===== config.mk =====
export PLATFORM = sky130hd
export DESIGN_NAME = sseg_display_arbiter
export DESIGN_NICKNAME = d
export VERILOG_FILES = /design/src/rtl/sseg_pkg.sv /design/src/rtl/sseg_display_arbiter_rr_picker.sv /design/src/rtl/sseg_display_arbiter.sv
export SDC_FILE = /design/constraint.sdc
export NUM_CORES = 1
export LEC_CHECK = 0
export CAP_MARGIN = 10
export CORE_MARGIN = 2
export CORE_UTILIZATION = 45
export CTS_CLUSTER_DIAMETER = 30
export DETAILED_ROUTE_END_ITERATION = 16
export GPL_TIMING_DRIVEN = 0
export PLACE_DENSITY = 0.78
export SYNTH_ARGS = -nofsm -noshare
export SYNTH_HDL_FRONTEND = slang
export SYNTH_SLANG_ARGS = --single-unit

===== constraint.sdc =====
create_clock -name clk_i -period 9 [get_ports clk_i]
set_input_delay 0.9 -clock clk_i [delete_from_list [all_inputs] [get_ports clk_i]]
set_output_delay 0.9 -clock clk_i [all_outputs]
set_load 0.02 [all_outputs]

===== src/rtl/sseg_pkg.sv =====
// ----------------------------------------------------------------------------
// sseg_pkg
//   Shared types and constants for the seven-segment display arbiter.
//   SSEG_BLANK   : all segments off (segments are active-low)
//   sseg_digit_t : one 7-segment digit pattern
//   arb_state_t  : arbiter FSM states
// ----------------------------------------------------------------------------
package sseg_pkg;

   localparam int DIGITS     = 4;
   localparam int DIGIT_W    = 7;
   localparam int SRC_W      = DIGITS * DIGIT_W;   // bits per source in pattern_i

   typedef logic [DIGIT_W-1:0] sseg_digit_t;

   localparam sseg_digit_t SSEG_BLANK = 7'b1111111;

   typedef enum logic {
      IDLE  = 1'b0,
      GRANT = 1'b1
   } arb_state_t;

endpackage : sseg_pkg


===== src/rtl/sseg_display_arbiter_rr_picker.sv =====
// ----------------------------------------------------------------------------
// rr_picker
//   Combinational round-robin search. Returns the first set bit of `req`
//   found when walking upward from index `start`, wrapping modulo NUM_REQ.
//   Ports:
//     req   in   NUM_REQ  candidate mask
//     start in   IDX_W    index where the search begins
//     valid out  1        at least one candidate was found
//     index out  IDX_W    winning index (0 when valid is low)
// ----------------------------------------------------------------------------
module rr_picker #(
   parameter int NUM_REQ = 4,
   parameter int IDX_W   = 2
) (
   input  logic [NUM_REQ-1:0] req,
   input  logic [IDX_W-1:0]   start,
   output logic               valid,
   output logic [IDX_W-1:0]   index
);

   logic [IDX_W-1:0] cand;

   // start + offset, wrapped into 0..NUM_REQ-1 (NUM_REQ need not be a power of 2)
   function automatic logic [IDX_W-1:0] wrap_add(input logic [IDX_W-1:0] base, input int offset);
      int sum;
      sum = int'(base) + offset;
      if (sum >= NUM_REQ) sum = sum - NUM_REQ;
      return IDX_W'(sum);
   endfunction

   // Walk offsets from farthest to nearest so the nearest hit is written last.
   always_comb begin
      valid = 1'b0;
      index = '0;
      cand  = '0;
      for (int i = NUM_REQ - 1; i >= 0; i--) begin
         cand = wrap_add(start, i);
         if (req[cand]) begin
            valid = 1'b1;
            index = cand;
         end
      end
   end

endmodule : rr_picker


===== src/rtl/sseg_display_arbiter.sv =====
// ----------------------------------------------------------------------------
// sseg_display_arbiter
//   Shares the 4-digit seven-segment display between NUM_REQ pattern sources
//   using round-robin arbitration with a minimum hold time per grant. The
//   granted source's digits are registered onto in0..in3; the display is
//   blanked when nobody owns it.
//   Ports:
//     clk_i      in   1            system clock
//     rst_ni     in   1            asynchronous active-low reset
//     req_i      in   NUM_REQ      per-source level request
//     pattern_i  in   NUM_REQ*28   source k digit d at [28k+7d +: 7]
//     gnt_o      out  NUM_REQ      one-hot grant, all-zero when idle
//     busy_o     out  1            a grant is active
//     in0_o..in3_o out 7           registered digit patterns (active-low)
// ----------------------------------------------------------------------------
module sseg_display_arbiter
   import sseg_pkg::*;
#(
   parameter int NUM_REQ     = 4,
   parameter int HOLD_CYCLES = 50_000_000
) (
   input  logic                     clk_i,
   input  logic                     rst_ni,
   input  logic [NUM_REQ-1:0]       req_i,
   input  logic [NUM_REQ*SRC_W-1:0] pattern_i,
   output logic [NUM_REQ-1:0]       gnt_o,
   output logic                     busy_o,
   output sseg_digit_t              in0_o,
   output sseg_digit_t              in1_o,
   output sseg_digit_t              in2_o,
   output sseg_digit_t              in3_o
);

   localparam int IDX_W = $clog2(NUM_REQ);
   localparam int CNT_W = (HOLD_CYCLES > 1) ? $clog2(HOLD_CYCLES) : 1;

   localparam logic [CNT_W-1:0] HOLD_MAX = CNT_W'(HOLD_CYCLES - 1);
   localparam logic [IDX_W-1:0] LAST_IDX = IDX_W'(NUM_REQ - 1);

   arb_state_t       state;
   logic [CNT_W-1:0] hold_cnt;
   logic [IDX_W-1:0] last_gnt;   // doubles as the current owner while in GRANT

   logic [IDX_W-1:0] start_idx;
   logic [NUM_REQ-1:0] pick_mask;
   logic             pick_valid;
   logic [IDX_W-1:0] pick_idx;
   logic             owner_req;
   logic             hold_done;

   arb_state_t       state_nxt;
   logic [IDX_W-1:0] owner_nxt;
   logic [CNT_W-1:0] hold_nxt;
   logic [NUM_REQ-1:0] gnt_nxt;

   sseg_digit_t      pat [NUM_REQ][DIGITS];
   sseg_digit_t      digit_nxt [DIGITS];

   // Unpack the flat pattern bus into [source][digit].
   for (genvar k = 0; k < NUM_REQ; k++) begin : g_src
      for (genvar d = 0; d < DIGITS; d++) begin : g_dig
         assign pat[k][d] = pattern_i[SRC_W*k + DIGIT_W*d +: DIGIT_W];
      end
   end

   // Search always begins just after the most recent owner.
   assign start_idx = (last_gnt == LAST_IDX) ? '0 : last_gnt + IDX_W'(1);
   assign owner_req = req_i[last_gnt];
   assign hold_done = (hold_cnt == HOLD_MAX);

   // While granted, the owner is excluded so a handover always picks someone
   // else; when the owner has dropped its request this changes nothing.
   always_comb begin
      pick_mask = req_i;
      if (state == GRANT) pick_mask[last_gnt] = 1'b0;
   end

   rr_picker #(
      .NUM_REQ (NUM_REQ),
      .IDX_W   (IDX_W)
   ) u_picker (
      .req   (pick_mask),
      .start (start_idx),
      .valid (pick_valid),
      .index (pick_idx)
   );

   // Next-state decision.
   always_comb begin
      state_nxt = state;
      owner_nxt = last_gnt;
      hold_nxt  = hold_cnt;
      unique case (state)
         IDLE: begin
            if (pick_valid) begin
               state_nxt = GRANT;
               owner_nxt = pick_idx;
               hold_nxt  = '0;
            end
         end
         GRANT: begin
            if (!owner_req) begin
               // Owner released: no hold enforced, hand over or go idle.
               hold_nxt = '0;
               if (pick_valid) owner_nxt = pick_idx;
               else            state_nxt = IDLE;
            end else if (!hold_done) begin
               hold_nxt = hold_cnt + CNT_W'(1);
            end else if (pick_valid) begin
               owner_nxt = pick_idx;
               hold_nxt  = '0;
            end
            // Hold expired with no contender: keep owner, counter stays saturated.
         end
         default: begin
            state_nxt = IDLE;
            hold_nxt  = '0;
         end
      endcase
   end

   // Output values for the next edge; grant and digits always move together.
   always_comb begin
      gnt_nxt = '0;
      for (int d = 0; d < DIGITS; d++) digit_nxt[d] = SSEG_BLANK;
      if (state_nxt == GRANT) begin
         gnt_nxt[owner_nxt] = 1'b1;
         for (int d = 0; d < DIGITS; d++) digit_nxt[d] = pat[owner_nxt][d];
      end
   end

   always_ff @(posedge clk_i or negedge rst_ni) begin
      if (!rst_ni) begin
         state    <= IDLE;
         hold_cnt <= '0;
         last_gnt <= LAST_IDX;
         gnt_o    <= '0;
         busy_o   <= 1'b0;
         in0_o    <= SSEG_BLANK;
         in1_o    <= SSEG_BLANK;
         in2_o    <= SSEG_BLANK;
         in3_o    <= SSEG_BLANK;
      end else begin
         state    <= state_nxt;
         hold_cnt <= hold_nxt;
         last_gnt <= owner_nxt;
         gnt_o    <= gnt_nxt;
         busy_o   <= (state_nxt == GRANT);
         in0_o    <= digit_nxt[0];
         in1_o    <= digit_nxt[1];
         in2_o    <= digit_nxt[2];
         in3_o    <= digit_nxt[3];
      end
   end

endmodule : sseg_display_arbiter


* Word level (Yosys, flattened, before mapping)
Cells that the tools add are included.
** Storage, ports and cells
- Bits in latches :: 0
- RAM bits :: 0
- Output and inout bits :: 33
- ROM bits :: 0
- Bits in registers :: 61
- Memories :: 0
- Bits of input ports :: 118
** Cells by class
- Eq/ne operators :: 2
- Muxes and demuxes :: 44
- Add/sub/neg operators :: 9
- Bitwise logic cells :: 4
- Reductions and logical operators :: 2
- Order comparisons :: 13
- Multiply operators :: 0
- Divide/modulo/power cells :: 0
- Shift operators :: 0
** Operators by type and width (number)
- 28-bit two-way mux :: 3
- 26-bit two-way mux :: 3
- 28-bit binary-select mux with 2-bit select :: 1
- 26-bit case mux with 2 select lines :: 1
- 26-bit by 1-bit adder with 26-bit output, second input constant :: 1
- 26-bit == test, second input constant :: 1
- 2-bit two-way mux :: 12
- 2-bit by 3-bit < comparator with 1-bit output, second input constant :: 6
- 1-bit two-way mux :: 13
- 3-bit greater-or-equal comparator, second input constant :: 4
- 1-bit binary-select mux with 2-bit select :: 5
- 4-bit two-way mux :: 2
- 2-bit by 1-bit subtractor with 2-bit output, second input constant :: 4
- 2-bit by 2-bit adder with 3-bit output, second input constant :: 2
- 4-bit bitwise AND :: 1
- 1-bit demux with 2-bit select :: 2
- 2-bit by 1-bit greater-or-equal comparator with 1-bit output, second input constant :: 2
- 4-bit NOT :: 1
- 2-bit case mux with 2 select lines :: 1
- 2-bit by 1-bit adder with 3-bit output, second input constant :: 1
- 2-bit by 3-bit greater-or-equal comparator with 1-bit output, second input constant :: 1
- 2-bit NOT with 3-bit output :: 1
- 2-bit by 1-bit adder with 2-bit output, second input constant :: 1
- 2-bit == test, second input constant :: 1
- other kinds (3) :: 4

* Depth between registers and ports, before layout
Gate-level depths: netlist of run 1.
- Depth after elaboration :: 22
- Mapped depth :: 12
- Mapped depth without buffers :: 8

* Modules after synthesis
Synthesis of run 1 repeated with hierarchy kept, for this count alone.
** Unflattened totals
- Cell total of the unflattened synthesis :: 490
- Area total of the unflattened synthesis :: 4434.3 sq um
** Modules (own cells, without submodules)
- sseg_display_arbiter :: cells an instance 477, instances 1, seq. area each 1564.0 sq um, area an instance 4356.7 sq um
- rr_picker :: cells an instance 13, instances 1, seq. area each 0.0 sq um, area an instance 77.6 sq um

* Worst setup path after synthesis of run 1
OpenSTA, ideal clock, no wires.
- Kind :: register to register
- Start point :: reg last_gnt[1]
- End point :: reg in0_o[0]
- Cell stages (with the launch flop) :: 13
- Arrival time :: 2978 ps
- Setup slack :: 5938 ps
- Buffers on the path :: 4
- Cell sequence :: dfstp_2 > clkbuf_1 > clkbuf_1 > inv_1 > ha_1 > a21boi_1 > a21oi_1 > or2_1 > clkbuf_1 > clkbuf_1 > and3_1 > a221o_1 > o32a_1
** RTL lines
- start, declared :: RTL line sseg_display_arbiter.sv:42 : logic [IDX_W-1:0] last_gnt;
- start signal, assigned :: RTL line sseg_display_arbiter.sv:146 : last_gnt <= owner_nxt;
- end signal, assigned :: RTL line sseg_display_arbiter.sv:149 : in0_o <= digit_nxt[0];
- end, declared :: RTL line sseg_display_arbiter.sv:28 : output sseg_digit_t in0_o,

==> metrics.md, run 1 <==
| Metric | Value |
|---|---|
| Status | `complete, no violations` |
| Diodes inserted | `0` |
| Post-route ant nets | `0` |
| WL per Instance | `19.5 µm` |
| Post-CTS Setup Bufs | `0` |
| Minimum clock period | `around 3.9 ns` |
| # DRC | `0` |
| Placed cells | `a little over 800` |
| Most used flip-flop cell after synthesis | `dfrtp_1` |
| DRT Wirelength | `between 15 and 20 mm` |
| Syn nets | `approximately 660` |
| Final Skew | `roughly 0.014 ns` |
| Core area | `~10000 µm²` |
| Syn_area_per_cell | `between 8 and 9 µm²` |
| Post-cts resize count | `0` |
| GRT Resource Usage Total | `0.296` |
| Final setup vio count | `0` |
| CP max stage cell | `dfstp_2` |
| IR Drop Worst-Case VDD | `between 0.00015 and 0.0002 V` |
| Reg-to-reg slack, setup | `5.08 ns` |
| Seq cells post-synth | `just over 60` |
| GP Congestion | `0.855` |
| Mapped Cells | `about 540` |
| Largest stage delay on the critical path | `~0.67 ns` |
| Drt pass-1 iters | `7` |
| Final hold viol count | `0` |
| Cell Chain, Critical Path | `clkbuf_1, clkbuf_1, inv_1, ha_1, a21boi_1, a21oi_1, or2_1, clkbuf_1, clkbuf_1, and3_1, a221o_1, o32a_1` |
| Clk_lat worst skew | `roughly 0.36 ns` |
| Clock sinks | `roughly 60` |
| Die height | `about 110 µm` |
| WP data required | `just over 9 ns` |
| Via Count | `roughly 5200` |
| Overall Power | `approximately 2500 µW` |
| DR vias/cell | `roughly 6.2` |
| PwrDens | `a little under 400 nW/µm²` |
| Slew headroom | `0.624` |
| Setup crit end | `in0_o[3]$_DFF_PN1_` |
| Cell mode on critical path | `clkbuf_1` |
| Most frequent cells after synthesis | `and3_1, a21oi_1, nand2_1, clkbuf_1, dfrtp_1` |
| Min-delay worst type | `register to register` |
| Crit share post-route | `0.435` |
| Max Cap Viol | `0` |
| Area grow syn2layout | `40.8%` |
| Num CTS Buffers | `9` |
| Worst-Margin Slew | `0.559 ns` |
| Setup tns final | `0 ns` |
| Fin. max-slew vios | `0` |
| Vias in the first global route | `between 5000 and 6000` |
| Crit path kind | `register to register` |
| Design area | `around 6600 µm²` |
| Clock Tree Root | `clkbuf_8` |
| Synth Cell Area | `4650 µm²` |
| Input/output buffers | `150` |
| Setup crit end kind | `register` |
| Largest net degree at the start of global routing | `between 40 and 50` |
| Netlist cell types | `58` |
| Final non-filler cell total | `~840` |
| Die width | `~110 µm` |
| Layout cell share with drive strength beyond 1 | `0.129` |
| Clock transition at path regs | `about 0.08 ns` |
| Worst setup SP type | `register` |
| Longest Clk Path Bufs | `2` |
| H-tree lvl count | `3` |
| Critical Path Source | `last_gnt[1]$_DFF_PN1_` |
| Placed cell areas | `approximately 6300 µm²` |
| Post-CTS Hold Buffers | `0` |
| RSZ-0062 raised after global routing | `false` |
| Fmax | `between 0.2 and 0.3 GHz` |
| Ys Warns | `0` |
| Yosys top cell by area | `dfstp_2` |
| Reg2reg end | `in0_o[3]$_DFF_PN1_` |
| Row Count | `37` |
| Worst-case reg-to-reg path depth | `12` |
| Initial antenna violation count | `0` |
| Area share of the largest cell type after synthesis | `0.169` |
| Sequential area share after synthesis | `0.336` |
| EDFF count, synth | `0` |
| CTS tree | `done` |
| Hpwl dp | `approximately 12 mm` |
| Die Area | `11200 µm²` |
| Lkg Pwr | `approximately 0.0027 µW` |
| Final Net Count | `824` |
| Remaining Overflow, GRT | `0` |
| Synth top area cells | `dfstp_2, dfrtp_1, and3_1` |
| Initial Utilization | `0.457` |
| Worst path arrival time | `around 4.2 ns` |
| Initial DRC Count | `a little over 400` |
| Crit Path Max Fanout | `10` |
| Post-synth ARST share | `1.00` |
| Critical R2R Launch | `last_gnt[1]$_DFF_PN1_` |
| I/O pin total | `151` |
| First-pass GRT wire length | `roughly 27 mm` |
| Most common cell in the netlist | `and3_1` |
-- worst min path at each step --
stage / cells past startpoint / start / endpoint / slack, ns
finish: 1 / hold_cnt[25]$_DFF_PN0_ / hold_cnt[25]$_DFF_PN0_ / 0.50
floorplan: 1 / hold_cnt[25]$_DFF_PN0_ / hold_cnt[25]$_DFF_PN0_ / 0.45
global placement: 1 / hold_cnt[15]$_DFF_PN0_ / hold_cnt[15]$_DFF_PN0_ / 0.48
global route: 1 / hold_cnt[15]$_DFF_PN0_ / hold_cnt[15]$_DFF_PN0_ / 0.52
detailed placement: 1 / hold_cnt[15]$_DFF_PN0_ / hold_cnt[15]$_DFF_PN0_ / 0.48
CTS: 1 / hold_cnt[25]$_DFF_PN0_ / hold_cnt[25]$_DFF_PN0_ / 0.50
-- cell families (layout without fill, tap and decap cells) --
group | Yosys count | after routing | share of synthesized area
xor+xnor | 1 | 1 | 0.00188
simple gates | 202 | 202 | 0.244
fa+ha+maj | 5 | 5 | 0.0134
mux | 2 | 2 | 0.00484
flops | 61 | 61 | 0.336
buf+inv | 64 | 231 | 0.0656
compound gates | 204 | 204 | 0.334
-- cells in the final DEF (no fill, tap or decap), types with 2 or more instances in the layout --
master	instances
o22ai_1	4
buf_6	3
or2_1	2
buf_4	5
o31ai_1	5
o32a_1	28
ha_1	5
clkbuf_1	31
a211oi_2	2
dfstp_2	30
o41ai_1	4
a221o_1	28
o21ai_0	29
and3_1	89
nor4_1	3
mux2_1	2
and3b_1	2
dfrtp_1	31
nand3_1	6
and4_1	3
o21ai_2	2
a31oi_1	8
o21a_1	4
clkdlybuf4s50_1	149
nand2_1	47
a21oi_1	48
inv_1	5
nor2_1	20
clkinvlp_4	2
a21boi_0	19
and2_1	6
a21boi_1	12
nand4_1	11
clkbuf_8	11
buf_2	20
-- layer usage --
layer | share of wire | global-route usage
met5 | 0 | 0
met2 | 0.49 | 0.518
met3 | 0.073 | 0.0519
met4 | 0.023 | 0.0930
met1 | 0.41 | 0.371
-- report_power, final --
part / internal, µW / switching [µW]
Combinational: 807 / 1010
Sequential: 423 / 36.8
Clock: 143 / 120
Total: 1370 / 1160
-- stage by stage --
step / hold WS [ns] / setup slack (ns) / util
2_1_floorplan: 0.450 / 5.94 / -
3_3_place_gp: 0.482 / 5.03 / 0.621
3_5_place_dp: 0.484 / 5.15 / 0.623
4_1_cts: 0.495 / 5.13 / 0.643
5_1_grt: 0.521 / 4.88 / 0.643
6_report: 0.500 / 5.08 / 0.643
-- worst max-delay path: cells and delay by family, from the launching register on --
| kind | cells | cell delay [ns] |
|---|---|---|
| compound gates | 4 | 0.94 |
| fa+ha+maj | 1 | 0.22 |
| buf+inv | 5 | 1.49 |
| flops | 1 | 0.67 |
| simple gates | 2 | 0.52 |
-- area by class of cell --
type,instances,area [µm²]
multi-input cells,414,2790
fillers,875,3630
inverters,5,18.8
well taps,136,170
clock buffers,11,151
clock inverters,5,58.8
flip-flops and latches,61,1560
plain buffers,59,287
repair buffers,151,1520
-- state kept, by name, summed over array words and instances (netlist names) --
name	count
hold_cnt	26
in2_o	7
in3_o	7
in0_o	7
state	1
in1_o	7
gnt_o	4
last_gnt	2
Note: power is estimated with default switching activity, not from simulation.
==> inputs of run 2 (changes only) <==
Settings changed: CORE_UTILIZATION 45 to 43.
Clock period 9 ns to 3.4 ns, I/O delays scaled along.
==> run 2 against run 1 <==
Against the previous run:
- flip-flop and latch count stayed put
- maximum frequency is 21% higher
- sequential power grew to 2.6 times the previous value
- global-route usage is 1.9 points lower
- final area is 0.36% higher
- critical path type unchanged
==> metrics.md, run 2 (same netlist as run 1, synthesis figures left out) <==
| Metric | Value |
|---|---|
| Status | `complete, no violations` |
| Vias in the first global route | `5033 (-2.3%)` |
| Clock Tree Root | `clkbuf_8` |
| Final non-filler cell total | `843 (+0.12%)` |
| Crit Path Max Fanout | `10 (unchanged)` |
| Worst-case reg-to-reg path depth | `12 (unchanged)` |
| Worst setup SP type | `register` |
| Clock transition at path regs | `0.09 ns (about the same)` |
| Core area | `10400 µm² (+2.3%)` |
| GP Congestion | `0.911 (+6.5%)` |
| Post-CTS Hold Buffers | `0 (unchanged)` |
| GRT Resource Usage Total | `0.277 (-0.0187)` |
| Minimum clock period | `3.23 ns (-0.684 ns)` |
| Critical R2R Launch | `last_gnt[1]$_DFF_PN1_` |
| Sw frac | `0.464 (+0.00524)` |
| Diodes inserted | `0 (unchanged)` |
| Met1 Routed Length | `6.70 mm (-0.65%)` |
| WP data required | `3.69 ns (-5.59 ns)` |
| Final Net Count | `825 (+0.12%)` |
| Slew headroom | `0.580 (-0.0438)` |
| Final Skew | `0.0168 ns (+0.00329 ns)` |
| Setup crit end kind | `register` |
| RSZ-0062 raised after global routing | `false` |
| Sequential share of power | `0.179 (-0.002)` |
| Most common cell after layout, fill and taps aside | `clkdlybuf4s50_1` |
| First-pass GRT wire length | `25.7 mm (-3.8%)` |
| PwrDens | `1030 nW/µm² (+170%)` |
| Number of flip-flops in the largest register | `26 (unchanged)` |
| Die height | `108 µm (+2.2%)` |
| Post-route ant nets | `0 (unchanged)` |
| Worst path arrival time | `3.52 ns (-0.68 ns)` |
| Largest net degree at the start of global routing | `38 (-7.3%)` |
| Fin. max-slew vios | `0 (unchanged)` |
| I/O pin total | `151 (unchanged)` |
| Row Count | `37 (unchanged)` |
| Overall Power | `6770 µW (+170%)` |
| WL met3 | `1.26 mm (+5.7%)` |
| Longest Clk Path Bufs | `2 (unchanged)` |
| Clk_lat worst skew | `0.35 ns (about the same)` |
| Crit share post-route | `0.950 (+0.515)` |
| Util after Layout | `0.631 (-0.0120)` |
| Lkg Pwr | `0.00270 µW (+0.85%)` |
| CTS tree | `done` |
| Reg2reg end | `in1_o[0]$_DFF_PN1_` |
| Net Sw Power | `3140 µW (+170%)` |
| Initial DRC Count | `331 (-19%)` |
| Max Used Layer | `met4` |
| Input/output buffers | `150 (unchanged)` |
| Worst-Margin Slew | `0.630 ns (+0.0709 ns)` |
| IR Drop Worst-Case VDD | `0.000458 V (+140%)` |
| Via Count | `5175 (-0.81%)` |
| Largest Register | `hold_cnt` |
| Metal2 WL | `8.11 mm (+0.35%)` |
| Reg-to-reg slack, setup | `0.17 ns (-4.92 ns)` |
| Fmax | `0.309 GHz (+21%)` |
| Initial Utilization | `0.447 (-0.0102)` |
| Clock sinks | `61 (unchanged)` |
| Initial antenna violation count | `0 (unchanged)` |
| Final setup vio count | `0 (unchanged)` |
| Fillers | `894 (+2.2%)` |
| Placed cells | `826 (unchanged)` |
| Gate power share | `0.722 (+0.007)` |
| Die Area | `11700 µm² (+4.5%)` |
| Commonest non-fill, non-tap cells in the layout | `clkdlybuf4s50_1, and3_1, a21oi_1, nand2_1, dfrtp_1` |
| Drt pass-1 iters | `6 (-1)` |
| Area grow syn2layout | `41.3%` |
| H-tree lvl count | `3 (unchanged)` |
| Die width | `108 µm (+2.2%)` |
| Layout cell share with drive strength beyond 1 | `0.139 (+0.00972)` |
| Clk pwr share | `0.099 (-0.005)` |
| Remaining Overflow, GRT | `0 (unchanged)` |
| Final hold viol count | `0 (unchanged)` |
| Max Cap Viol | `0 (unchanged)` |
| WL per Instance | `19.5 µm (+0.16%)` |
| Hpwl dp | `12.1 mm (+0.54%)` |
| Min-delay worst type | `primary input to async pin` |
| DRT Wirelength | `16.4 mm (+0.27%)` |
| Setup tns final | `0 ns (unchanged)` |
| Crit path kind | `register to register` |
| Cell Int Power | `3630 µW (+160%)` |
| DR vias/cell | `6.14 (-0.92%)` |
| # DRC | `0 (unchanged)` |
| Num CTS Buffers | `9 (unchanged)` |
==> run 2: cell types whose count changed in the layout (fill, tap and decap cells not counted), sizes merged <==
cell,before,now
clkinvlp,2,1
clkinv,2,4
inv,5,6
buf,30,32
clkbuf,42,39
==> run 2: layout make-up <==
| cell class | instances | area, µm² | area share |
|---|---|---|---|
| Buffer | 58 | 292 | 0.0443 |
| Clock buffer | 9 | 124 | 0.0188 |
| Clock inverter | 7 | 73.8 | 0.0112 |
| Inverter | 5 | 18.8 | 0.00285 |
| Multi-Input combinational cell | 414 | 2800 | 0.426 |
| Sequential cell | 61 | 1560 | 0.238 |
| Tap cell | 136 | 170 | 0.0259 |
| Timing Repair Buffer | 153 | 1530 | 0.233 |
==> run 2: through the flow <==
step                      hold slack, ns  area [µm²]  setup slack, ns
after floorplan                   0.0444        4650            0.338
after global placement             0.486        6330           -0.280
after detailed placement           0.503        6340           -0.443
after CTS                          0.381        6550         0.000221
after global routing               0.411        6580           0.0199
final                              0.363        6580            0.169
==> run 2: routing by layer <==
layer  track usage  vias to the layer above
met5             0                        -
met4        0.0861                        0
met3        0.0476                       30
met2         0.497                      239
met1         0.339                     2504
li1              -                     2402
==> run 2: power groups by stage <==
stage	clock network [µW]	registers (µW)	logic, µW
floorplan	0	1480	3060
detailed placement	0	1240	4760
finish	668	1210	4890
global placement	0	1230	4660
global route	711	1230	5270
CTS	679	1220	4800
==> run 2: worst max-delay path, stage by stage, from the launching register on <==
cell      delay [ns]
dfstp_2         0.59
clkbuf_4        0.22
clkbuf_4        0.23
inv_1           0.09
ha_1            0.21
a21boi_2        0.27
a21oi_1         0.06
or2_1           0.25
clkbuf_1        0.23
clkbuf_1        0.26
and3_1          0.25
a221o_1         0.33
o32a_1          0.17
==> run 2: worst max-delay path by stage <==
stage | slack, ns | cells past startpoint | startpoint | endpoint
after global routing | 0.02 | 12 | last_gnt[1]$_DFF_PN1_ | in2_o[1]$_DFF_PN1_
after global placement | -0.28 | 12 | last_gnt[1]$_DFF_PN1_ | in0_o[6]$_DFF_PN1_
final | 0.17 | 12 | last_gnt[1]$_DFF_PN1_ | in1_o[0]$_DFF_PN1_
after floorplan | 0.34 | 12 | last_gnt[1]$_DFF_PN1_ | in0_o[0]$_DFF_PN1_
after CTS | 0.0002 | 12 | last_gnt[1]$_DFF_PN1_ | in1_o[0]$_DFF_PN1_
after detailed placement | -0.44 | 12 | last_gnt[1]$_DFF_PN1_ | in1_o[0]$_DFF_PN1_
==> run 2: timing repair <==
| action | CTS | global route |
|---|---|---|
| gates cloned | 0 | 0 |
| pin swaps | 0 | 0 |
| buffers inserted | 0 | 2 |
| gates resized for setup | 5 | 5 |
| endpoints found under the setup margin | 39 | 28 |
==> inputs of run 3 (changes only) <==
Settings changed: CORE_UTILIZATION 43 to 45, PLACE_DENSITY 0.78 to 0.79, SYNTH_HIERARCHICAL from default to 1.
Clock period 3.4 ns to 3.6 ns, I/O delays scaled along.
==> run 3 against run 2 <==
Against the previous run:
- sequential power is 7% lower
- combinational power is 28% lower
- final cell count is 6.2% lower
- sequential share of layout area is 0.84 points higher
- clock-buffer cell count is 2 higher
- clock power is 3% lower
- flip-flop and latch count stayed put
- die area is 8.6% lower
- first-iteration DRC count is 34% lower
==> metrics.md, run 3 <==
| Metric | Value |
|---|---|
| Most common cell in the netlist | `nand2_1` |
| Final setup vio count | `0 (unchanged)` |
| WP data required | `3.88 ns (+0.19 ns)` |
| CTS tree | `done` |
| Seq cells post-synth | `61 (unchanged)` |
| Netlist cell types | `51 (-12%)` |
| Largest net degree at the start of global routing | `42 (+11%)` |
| CP Buf/Inv Count | `4 (-1)` |
| Largest stage delay on the critical path | `0.56 ns (-0.03 ns)` |
| Initial antenna violation count | `0 (unchanged)` |
| Max Cap Viol | `0 (unchanged)` |
| Synth top area cells | `dfstp_2, dfrtp_1, mux2i_1` |
| Syn nets | `613 (-7.4%)` |
| Fmax | `0.288 GHz (-7.1%)` |
| Most common cell after layout, fill and taps aside | `clkdlybuf4s50_1` |
| Multi-input gate area | `2660 µm² (-5.0%)` |
| Fin. max-slew vios | `0 (unchanged)` |
| Cell family with most CP delay | `buffers and inverters` |
| Worst path arrival time | `3.76 ns (+0.24 ns)` |
| Area grow syn2layout | `43.2%` |
| Num CTS Buffers | `9 (unchanged)` |
| Input/output buffers | `150 (unchanged)` |
| IR Drop Worst-Case VDD | `0.000384 V (-16%)` |
| Final hold viol count | `0 (unchanged)` |
| Post-synth ARST share | `1.00 (unchanged)` |
| Worst-Margin Slew | `0.858 ns (+0.229 ns)` |
| Worst setup SP type | `register` |
| Most frequent cells after synthesis | `nand2_1, nor2_1, a21oi_1, mux2i_1, dfrtp_1` |
| Post-CTS Setup Bufs | `0 (unchanged)` |
| Final Net Count | `776 (-5.9%)` |
| # DRC | `0 (unchanged)` |
| Via Count | `4727 (-8.7%)` |
| Status | `complete, no violations` |
| Sequential area share after synthesis | `0.353 (+0.0167)` |
| Slew headroom | `0.423 (-0.157)` |
| Mapped Cells | `490 (-9.1%)` |
| Initial DRC Count | `217 (-34%)` |
| Final Skew | `0.0182 ns (+0.00139 ns)` |
| Yosys top cell by area | `dfstp_2` |
| Largest Register | `hold_cnt` |
| Initial Utilization | `0.458 (+0.0110)` |
| WL per Instance | `18.9 µm (-2.9%)` |
| Most used flip-flop cell after synthesis | `dfrtp_1` |
| Cell Chain, Critical Path | `clkbuf_1, clkbuf_1, nor2_1, nor3b_1, a211oi_1, nor2_1, clkbuf_2, clkbuf_4, mux2_2, nand2_1, a22oi_1, a221o_1` |
| Diodes inserted | `0 (unchanged)` |
| Clock transition at path regs | `0.07 ns (-0.02 ns)` |
| Syn_area_per_cell | `9.05 µm² (+4.8%)` |
| Die height | `103 µm (-4.4%)` |
| GP Congestion | `0.877 (-3.7%)` |
| Die Area | `10700 µm² (-8.6%)` |
| Remaining Overflow, GRT | `0 (unchanged)` |
| Setup tns final | `0 ns (unchanged)` |
| Layout cell share with drive strength beyond 1 | `0.153 (+0.0149)` |
| Lkg Pwr | `0.00253 µW (-6.3%)` |
| Crit Path Max Fanout | `10 (unchanged)` |
| Ys Warns | `6 (+6)` |
| CP max stage cell | `dfstp_2` |
| Minimum clock period | `3.48 ns (+0.247 ns)` |
| H-tree lvl count | `3 (unchanged)` |
| Clock sinks | `61 (unchanged)` |
| Area share of the largest cell type after synthesis | `0.178 (+0.00841)` |
| I/O pin total | `151 (unchanged)` |
| Area occupied by registers | `1560 µm² (unchanged)` |
| Longest Clk Path Bufs | `2 (unchanged)` |
| Post-route ant nets | `0 (unchanged)` |
| GRT Resource Usage Total | `0.279 (+0.00178)` |
| Number of flip-flops in the largest register | `26 (unchanged)` |
| Core area | `9680 µm² (-7.0%)` |
| Vias in the first global route | `4769 (-5.2%)` |
| Synth Cell Area | `4430 µm² (-4.7%)` |
| Setup crit end kind | `register` |
| Clock Tree Root | `clkbuf_8` |
| PwrDens | `836 nW/µm² (-19%)` |
| Row Count | `36 (-2.7%)` |
| Fillers | `800 (-11%)` |
| Hpwl dp | `11.3 mm (-7.1%)` |
| First-pass GRT wire length | `23.0 mm (-11%)` |
| Crit path kind | `register to register` |
| DR vias/cell | `5.98 (-2.7%)` |
| DRT Wirelength | `15.0 mm (-8.9%)` |
| Worst Hold Margin | `0.515 ns (+0.153 ns)` |
| Min-delay worst type | `primary input to async pin` |
| Crit share post-route | `0.966 (+0.0157)` |
| Drt pass-1 iters | `5 (-1)` |
| Clk_lat worst skew | `0.36 ns (about the same)` |
| Die width | `103 µm (-4.4%)` |
| Commonest non-fill, non-tap cells in the layout | `clkdlybuf4s50_1, nand2_1, nor2_1, a21oi_1, mux2i_1` |
| EDFF count, synth | `0 (unchanged)` |
run 3: cell count changes in the layout (fill, tap and decap cells not counted), sizes merged, moves of 9 or more:
cell    change
a22o        +9
nor2       +26
mux2i      +36
a21oi       -9
a21boi     -29
a22oi      +25
o32a       -28
o21ai      -20
and3       -86
nand3      +12
mux2       +27
buf        -17
run 3: final timing paths:
| kind | endpoint | startpoint | depth (start not counted) | slack [ns] |
|---|---|---|---|---|
| max | in1_o[3]$_DFF_PN1_ | last_gnt[0]$_DFF_PN1_ | 12 | 0.12 |
| min | hold_cnt[13]$_DFF_PN0_ | rst_ni | 2 | 0.52 |
| max reg2reg | in1_o[3]$_DFF_PN1_ | last_gnt[0]$_DFF_PN1_ | 12 | 0.12 |
| min reg2reg | hold_cnt[15]$_DFF_PN0_ | hold_cnt[15]$_DFF_PN0_ | 1 | 0.52 |
| max in group asynchronous | in2_o[5]$_DFF_PN1_ | rst_ni | 3 | 2.42 |
| min in group clk_i | hold_cnt[15]$_DFF_PN0_ | hold_cnt[15]$_DFF_PN0_ | 1 | 0.52 |
run 3: worst register-to-register path, stage by stage, from the launching register on:
cell	delay (ns)
dfstp_2	0.56
clkbuf_1	0.26
clkbuf_1	0.54
nor2_1	0.23
nor3b_1	0.20
a211oi_1	0.26
nor2_1	0.11
clkbuf_2	0.23
clkbuf_4	0.26
mux2_2	0.31
nand2_1	0.09
a22oi_1	0.08
a221o_1	0.29
run 3: kinds of logic (layout without fill, tap and decap cells):
kind of cell / Yosys count / after routing / share of synthesized area
AO/OA/AOI/OAI: 141 / 141 / 0.230
XOR/XNOR: 3 / 3 / 0.00593
adder cells (fa/ha/maj): 5 / 5 / 0.0141
buffers and inverters: 47 / 215 / 0.0482
flip-flops: 61 / 61 / 0.353
multiplexers: 67 / 67 / 0.166
AND/OR/NAND/NOR: 166 / 166 / 0.183
run 3: power by group:
part | total [µW] | switching [µW] | internal (µW)
Combinational | 3530 | 1950 | 1570
Clock | 651 | 293 | 357
Sequential | 1130 | 95.1 | 1040
run 3: stage by stage:
step / worst slack, ns / cell area (µm²) / utilization / total power, µW / cells
2_1_floorplan: 0.437 / 4430 / - / 3480 / 490
3_3_place_gp: -0.277 / 6100 / 0.630 / 4480 / 773
3_5_place_dp: -0.413 / 6120 / 0.632 / 4600 / 774
4_1_cts: 0.0463 / 6340 / 0.655 / 5260 / 791
5_1_grt: -0.000542 / 6350 / 0.656 / 5600 / 791
6_report: 0.122 / 6350 / 0.656 / 5310 / 791
run 3: cell type report:
class	instances	share of cell area
multi-input cells	382	0.419
inverters	10	0.00591
clock inverters	5	0.00926
flip-flops and latches	61	0.246
repair buffers	152	0.240
plain buffers	37	0.0292
clock buffers	11	0.0238
well taps	133	0.0262
run 3: per-layer routing:
layer,part of all wire,GRT usage,vias up
met2,0.51,0.497,201
met3,0.081,0.0753,24
met5,0,0,-
met4,0.019,0.123,0
li1,-,-,2160
met1,0.39,0.312,2342
run 3: repair_timing:
item | 4_1_cts | 5_1_grt
hold buffers | 1 | 0
resized for setup | 3 | 8
endpoints found under the setup margin | 27 | 35
endpoints found under the hold margin | 19 | 0
